===== src/rtl/keypad_pkg.sv =====
// Shared types and constants for the keypad operand entry block.
// Key codes, FSM state encoding and special keypad positions live here so the
// decoder and the entry controller agree on a single definition.
package keypad_pkg;

  // Key codes after decoding a {col,row} position; digit codes equal their value.
  typedef enum logic [3:0] {
    KEY_0    = 4'd0,
    KEY_1    = 4'd1,
    KEY_2    = 4'd2,
    KEY_3    = 4'd3,
    KEY_4    = 4'd4,
    KEY_5    = 4'd5,
    KEY_6    = 4'd6,
    KEY_7    = 4'd7,
    KEY_8    = 4'd8,
    KEY_9    = 4'd9,
    KEY_CLR  = 4'd10,
    KEY_ENT  = 4'd11,
    KEY_BSP  = 4'd12,
    KEY_NONE = 4'd13
  } key_code_t;

  // Operand entry controller states.
  typedef enum logic [1:0] {
    ENTRY   = 2'd0,
    CONVERT = 2'd1,
    DONE    = 2'd2
  } entry_state_t;

  // Keypad positions ({col,row}) of the function keys.
  localparam logic [3:0] POS_CLR = 4'd3;
  localparam logic [3:0] POS_ENT = 4'd11;
  localparam logic [3:0] POS_BSP = 4'd15;

  // True when the key code carries a decimal digit.
  function automatic logic is_digit(input key_code_t code);
    return (4'(code) <= 4'd9);
  endfunction

  // Digit value carried by a digit key code.
  function automatic logic [3:0] key_digit(input key_code_t code);
    return 4'(code);
  endfunction

endpackage


===== src/rtl/keypad_key_map.sv =====
// Combinational decoder from keypad position {col,row} to a key code.
// Positions 12..14 (A/B/C) carry no function and decode to KEY_NONE.
module keypad_key_map
  import keypad_pkg::*;
(
  input  logic [3:0] pos,
  output key_code_t  key_code
);

  // Fixed keypad legend lookup.
  always_comb begin
    key_code = KEY_NONE;
    case (pos)
      4'd0:    key_code = KEY_1;
      4'd1:    key_code = KEY_4;
      4'd2:    key_code = KEY_7;
      4'd4:    key_code = KEY_2;
      4'd5:    key_code = KEY_5;
      4'd6:    key_code = KEY_8;
      4'd7:    key_code = KEY_0;
      4'd8:    key_code = KEY_3;
      4'd9:    key_code = KEY_6;
      4'd10:   key_code = KEY_9;
      POS_CLR: key_code = KEY_CLR;
      POS_ENT: key_code = KEY_ENT;
      POS_BSP: key_code = KEY_BSP;
      default: key_code = KEY_NONE;
    endcase
  end

endmodule


===== src/rtl/keypad_operand_entry.sv =====
// Multi-digit decimal operand entry for the multiplier front end.
// Keypad events shift digits into a BCD register; ENT starts a sequential
// MSD-first BCD to binary conversion (one digit per cycle) and the result is
// offered on a valid/ack handshake. Backspace support is compiled in with the
// KEYPAD_BACKSPACE_EN macro; without it the D key is rejected like A/B/C.
module keypad_operand_entry
  import keypad_pkg::*;
#(
  parameter  int NUM_DIGITS = 2,
  localparam int BIN_W      = $clog2(10 ** NUM_DIGITS),
  localparam int CNT_W      = $clog2(NUM_DIGITS + 1),
  localparam int BCD_W      = 4 * NUM_DIGITS
) (
  input  logic             clk,
  input  logic             rst,
  input  logic             key_valid_i,
  input  logic [1:0]       key_col_i,
  input  logic [1:0]       key_row_i,
  input  logic             op_ack_i,
  output logic [BCD_W-1:0] bcd_o,
  output logic [CNT_W-1:0] digit_cnt_o,
  output logic [BIN_W-1:0] bin_o,
  output logic             op_valid_o,
  output logic             key_reject_o
);

  localparam logic [CNT_W-1:0] CNT_FULL = CNT_W'(NUM_DIGITS);
  localparam logic [CNT_W-1:0] IDX_LAST = CNT_W'(NUM_DIGITS - 1);
  localparam logic [CNT_W-1:0] CNT_ONE  = CNT_W'(1);
  localparam logic [BIN_W-1:0] BIN_TEN  = BIN_W'(4'd10);

  entry_state_t     state_r;
  logic [BCD_W-1:0] bcd_r;
  logic [CNT_W-1:0] cnt_r;
  logic [CNT_W-1:0] idx_r;
  logic [BIN_W-1:0] bin_r;
  logic             op_valid_r;
  logic             key_reject_r;
  logic             key_prev_r;

  logic             key_event_s;
  key_code_t        key_code_s;
  logic [CNT_W-1:0] digit_pos_s;
  logic [3:0]       conv_digit_s;
  logic [BIN_W-1:0] acc_next_s;

  keypad_key_map u_key_map (
    .pos      ({key_col_i, key_row_i}),
    .key_code (key_code_s)
  );

  // Rising edge of the debounced key level marks exactly one event per press.
  always_comb begin
    key_event_s = key_valid_i & ~key_prev_r;
  end

  // Select the BCD digit consumed at this conversion step, MSD first.
  always_comb begin
    digit_pos_s  = IDX_LAST - idx_r;
    conv_digit_s = 4'(bcd_r >> {digit_pos_s, 2'b00});
    acc_next_s   = (bin_r * BIN_TEN) + BIN_W'(conv_digit_s);
  end

  // Entry / conversion / handshake controller with registered outputs.
  always_ff @(posedge clk) begin
    if (!rst) begin
      state_r      <= ENTRY;
      bcd_r        <= '0;
      cnt_r        <= '0;
      idx_r        <= '0;
      bin_r        <= '0;
      op_valid_r   <= 1'b0;
      key_reject_r <= 1'b0;
      key_prev_r   <= 1'b0;
    end else begin
      key_prev_r   <= key_valid_i;
      key_reject_r <= 1'b0;
      case (state_r)
        ENTRY: begin
          if (key_event_s) begin
            case (key_code_s)
              KEY_CLR: begin
                bcd_r <= '0;
                cnt_r <= '0;
              end
              KEY_ENT: begin
                if (cnt_r == '0) begin
                  key_reject_r <= 1'b1;
                end else begin
                  bin_r   <= '0;
                  idx_r   <= '0;
                  state_r <= CONVERT;
                end
              end
              KEY_BSP: begin
`ifdef KEYPAD_BACKSPACE_EN
                if (cnt_r == '0) begin
                  key_reject_r <= 1'b1;
                end else begin
                  bcd_r <= bcd_r >> 4'd4;
                  cnt_r <= cnt_r - CNT_ONE;
                end
`else
                key_reject_r <= 1'b1;
`endif
              end
              KEY_NONE: begin
                key_reject_r <= 1'b1;
              end
              default: begin
                // Remaining codes are the ten digits.
                if (is_digit(key_code_s) && (cnt_r < CNT_FULL)) begin
                  bcd_r <= (bcd_r << 4'd4) | BCD_W'(key_digit(key_code_s));
                  cnt_r <= cnt_r + CNT_ONE;
                end else begin
                  key_reject_r <= 1'b1;
                end
              end
            endcase
          end
        end
        CONVERT: begin
          key_reject_r <= key_event_s;
          bin_r        <= acc_next_s;
          idx_r        <= idx_r + CNT_ONE;
          if (idx_r == IDX_LAST) begin
            state_r    <= DONE;
            op_valid_r <= 1'b1;
          end
        end
        DONE: begin
          key_reject_r <= key_event_s;
          if (op_ack_i) begin
            op_valid_r <= 1'b0;
            bcd_r      <= '0;
            cnt_r      <= '0;
            state_r    <= ENTRY;
          end
        end
        default: begin
          state_r    <= ENTRY;
          op_valid_r <= 1'b0;
        end
      endcase
    end
  end

  assign bcd_o        = bcd_r;
  assign digit_cnt_o  = cnt_r;
  assign bin_o        = bin_r;
  assign op_valid_o   = op_valid_r;
  assign key_reject_o = key_reject_r;

endmodule


===== config.mk =====
export PLATFORM = sky130hd
export DESIGN_NAME = keypad_operand_entry
export DESIGN_NICKNAME = d
export VERILOG_FILES = /design/src/rtl/keypad_pkg.sv /design/src/rtl/keypad_key_map.sv /design/src/rtl/keypad_operand_entry.sv
export SDC_FILE = /design/constraint.sdc
export NUM_CORES = 1
export LEC_CHECK = 0
export CAP_MARGIN = 20
export CORE_MARGIN = 2
export CORE_UTILIZATION = 59
export CTS_BUF_LIST = sky130_fd_sc_hd__clkbuf_4
export CTS_CLUSTER_SIZE = 30
export DETAILED_ROUTE_END_ITERATION = 7
export MAX_ROUTING_LAYER = met4
export PLACE_DENSITY = 0.93
export SLEW_MARGIN = 10
export SYNTH_ARGS = -nofsm -noshare
export SYNTH_HDL_FRONTEND = slang
export SYNTH_SLANG_ARGS = --single-unit

===== constraint.sdc =====
create_clock -name clk -period 4.2 [get_ports clk]
set_input_delay 1.26 -clock clk [delete_from_list [all_inputs] [get_ports clk]]
set_output_delay 1.26 -clock clk [all_outputs]
set_load 0.05 [all_outputs]

==> reports/metrics.cfg <==
[drt]
ant_nets = 0
highest_metal_layer_used_by_the_detailed_router = met4
met2RoutedLength_um = 1850
drt_first_iter_violations = 47
drt_pass1_iterations = 4
route.detailed.vias_per_inst = 5.90
wl_met3_um = 187
remaining_drc_errors = 0
routedWlPerCell_um = 14.6
dr_total_vias = 1439
wl_met1_um = 1490
route.final.wire_length_um = 3560

[timing]
period_share_pct = 84.9
max_clock_freq_mhz = 280
worst_pin_slew_ps = 503
setup_ws_ps = 634
number_of_pins_exceeding_their_max_slew_limit_in_the_final_report = 0
finalClockSkew_ps = 1.83
unrepaired_setup_endpoints_after_global_routing = false
timing.max_slew.rel_slack_pct = 66.3
timing_hold_violations_final = 0
setup_viol_count_final = 0
fin_crit_ps = 3570
fin_setup_tns_ps = 0

[yosys]
ys.warnings.count = 0
syn-mean-instance-area_sq_um = 8.87
edff_count_synth = 0
ys_seq_elements = 24
netlist_instances = 187
mappedNetlistNets = 217
yosys_most_used_dff = sky130_fd_sc_hd__dfxtp_1
synth.cell_area_sq_mm = 0.00166
synth_async_sr_flop_share_pct = 0
synth.yosys.seq_area_share_pct = 29.0
post_synth_num_cell_types = 40

[clocking]
cts_buffers = 3
clkLatencyLatePin_ps = 320
postCtsSetupBuffers = 0
tritoncts = done
ctsRootBufferMaster = sky130_fd_sc_hd__clkbuf_4
resize_count_post_cts = 0
cts.clk_slew.worst_paths_ps = 140
holdBufCountCts = 0
tritoncts_num_sinks = 24
cts-htree-levels = 1
cts-root-to-sink-buffers = 2

[finish]
insertedDiodeCount = 0
drive_above_1_share_pct = 6.10
areaGrowthSynthToFinish_pct = 20.5
fin_nets = 244

[grt]
grt_start_max_net_pins = 21
globalRouteTotalUtil_pct = 24.3
antenna_found_initial = 0
grt_first_pass_wirelength_um = 6090
first_global_vias = 1409
total_congestion_overflow_after_global_routing = 0

[setup_path]
timing.critical_path.slowest_stage_cell = sky130_fd_sc_hd__clkdlybuf4s50_1
end_kind = register
critPathMaxStageDelay_ps = 590
criticalPathCategory = in2reg
worstPathCellList = clkdlybuf4s50_1 -> inv_1 -> ha_1 -> nand2b_1 -> a21oi_1 -> o21a_1 -> o221ai_1 -> o41ai_2 -> buf_4 -> mux2i_1
worst_ep_required_time_ps = 4460
cp.arrival_ps = 3820
regToRegSetupSlack_ps = 2000
start_kind = primary input
crit_fanout = 10

[placement]
finalWeightedCongestion = 0.850
detailed_place_hpwl_um = 2640
post-place-ws_ps = 320
io_buffer_count = 26

[die]
dieArea_sq_mm = 0.00325
core_area_sq_mm = 0.00271
dieHeight_um = 57.0
die_width_um = 57.0
rows = 19
ioPinCount = 27
start_util_pct = 61.2

[outcome]
outcome = complete, no violations

[job]
drv_cap = 0

[pwr]
power.density_cell_area_mw_per_mm2 = 296
vdd_drop_max_uv = 247
p_leak_nw = 0.784

[min_path]
worstHoldPathType = reg2reg

## critical path, delay by kind of cell
family                   cells  cell delay, ps
multiplexers                 1             210
adder cells (fa/ha/maj)      1             200
AO/OA/AOI/OAI                4            1050
AND/OR/NAND/NOR              1             130
buffers and inverters        3             970
## cell usage after synthesis (2+ instances only)
cell                       count  share of area [%]
sky130_fd_sc_hd__a21oi_1       7                2.1
sky130_fd_sc_hd__a31oi_1       2               0.75
sky130_fd_sc_hd__clkbuf_1      4               0.90
sky130_fd_sc_hd__dfxtp_1      24                 29
sky130_fd_sc_hd__fa_1          2                2.4
sky130_fd_sc_hd__ha_1         20                 15
sky130_fd_sc_hd__inv_1        20                4.5
sky130_fd_sc_hd__inv_2         2               0.45
sky130_fd_sc_hd__mux2i_1      18                 11
sky130_fd_sc_hd__nand2_1      25                5.7
sky130_fd_sc_hd__nand2b_1      6                2.3
sky130_fd_sc_hd__nor2_1        9                2.0
sky130_fd_sc_hd__nor3b_1       2               0.90
sky130_fd_sc_hd__o211ai_1      2               0.90
sky130_fd_sc_hd__o21a_1        3                1.4
sky130_fd_sc_hd__o21ai_0       7                2.1
sky130_fd_sc_hd__o32ai_1       6                3.2
sky130_fd_sc_hd__xnor2_1       6                3.2
## final cells by class
type                       instances  area (sq um)
multi-input combinational        135          1070
fill                             218           711
inverter                          22          82.6
timing repair buffer              28           275
clock inverter                     1          30.0
tap                               31          38.8
clock buffer                       3          22.5
sequential                        24           480
## where the power goes
group          leakage (nW)  switching (W)  internal (W)  total (W)
combinational         0.561       0.000108     0.0000643   0.000172
sequential            0.194     0.00000979      0.000238   0.000248
clock                0.0279      0.0000752     0.0000964   0.000172
## kinds of logic after synthesis
group	count (synthesis)	synth area share, %
and+or+nand+nor	51	14.4
AOI/OAI and AO/OA	36	16.2
buffers and inverters	28	7.01
DFF	24	29.0
adders and majority gates	22	17.5
muxes	19	12.2
xor gates and xnor gates	7	3.70
## final timing paths
path	startpoint	to	cells past startpoint
hold reg to reg	bcd_o[6]$_SDFFE_PN0P_	bcd_o[6]$_SDFFE_PN0P_	2
setup / recovery	key_row_i[0]	bcd_o[5]$_SDFFE_PN0P_	10
hold / removal	bcd_o[6]$_SDFFE_PN0P_	bcd_o[6]$_SDFFE_PN0P_	2
setup reg to reg	idx_r[0]$_SDFFE_PN0P_	bin_o[6]$_SDFFE_PN0P_	9
## sequential cells by signal (all words and copies together) (netlist names)
register,count
bin_o,7
idx_r,2
key_reject_o,1
state_r,2
op_valid_o,1
bcd_o,8
key_prev_r,1
digit_cnt_o,2
## cell usage in the layout, fill, tap and decap left out, types with 2 or more instances in the layout
cell	netlist	final
sky130_fd_sc_hd__nand2_1	25	25
sky130_fd_sc_hd__nor2_1	9	9
sky130_fd_sc_hd__buf_4	1	2
sky130_fd_sc_hd__o21ai_0	7	7
sky130_fd_sc_hd__ha_1	20	20
sky130_fd_sc_hd__a21oi_1	7	7
sky130_fd_sc_hd__clkbuf_4	0	3
sky130_fd_sc_hd__mux2i_1	18	18
sky130_fd_sc_hd__xnor2_1	6	6
sky130_fd_sc_hd__dfxtp_1	24	24
sky130_fd_sc_hd__fa_1	2	2
sky130_fd_sc_hd__inv_2	2	2
sky130_fd_sc_hd__a31oi_1	2	2
sky130_fd_sc_hd__o211ai_1	2	2
sky130_fd_sc_hd__o21a_1	3	3
sky130_fd_sc_hd__nand2b_1	6	6
sky130_fd_sc_hd__clkdlybuf4s50_1	0	26
sky130_fd_sc_hd__o32ai_1	6	6
sky130_fd_sc_hd__inv_1	20	20
sky130_fd_sc_hd__nor3b_1	2	2
## per-stage QoR
stage          cell area [sq um]  std cells  hold slack (ps)  total power (W)  util [%]
2_1_floorplan               1660        187              487         0.000374         -
3_3_place_gp                1950        240              462         0.000417      71.8
3_5_place_dp                1950        240              472         0.000420      71.8
4_1_cts                     2000        244              491         0.000590      73.8
5_1_grt                     2000        244              519         0.000624      73.8
6_report                    2000        244              485         0.000592      73.8
## layer usage
layer	GRT usage, %	vias to the layer above
met3	3.40	6
met2	41.4	48
li1	-	699
met1	28.9	686
met4	9.30	0
met5	-	-
Note: power is estimated with default switching activity, not from simulation.
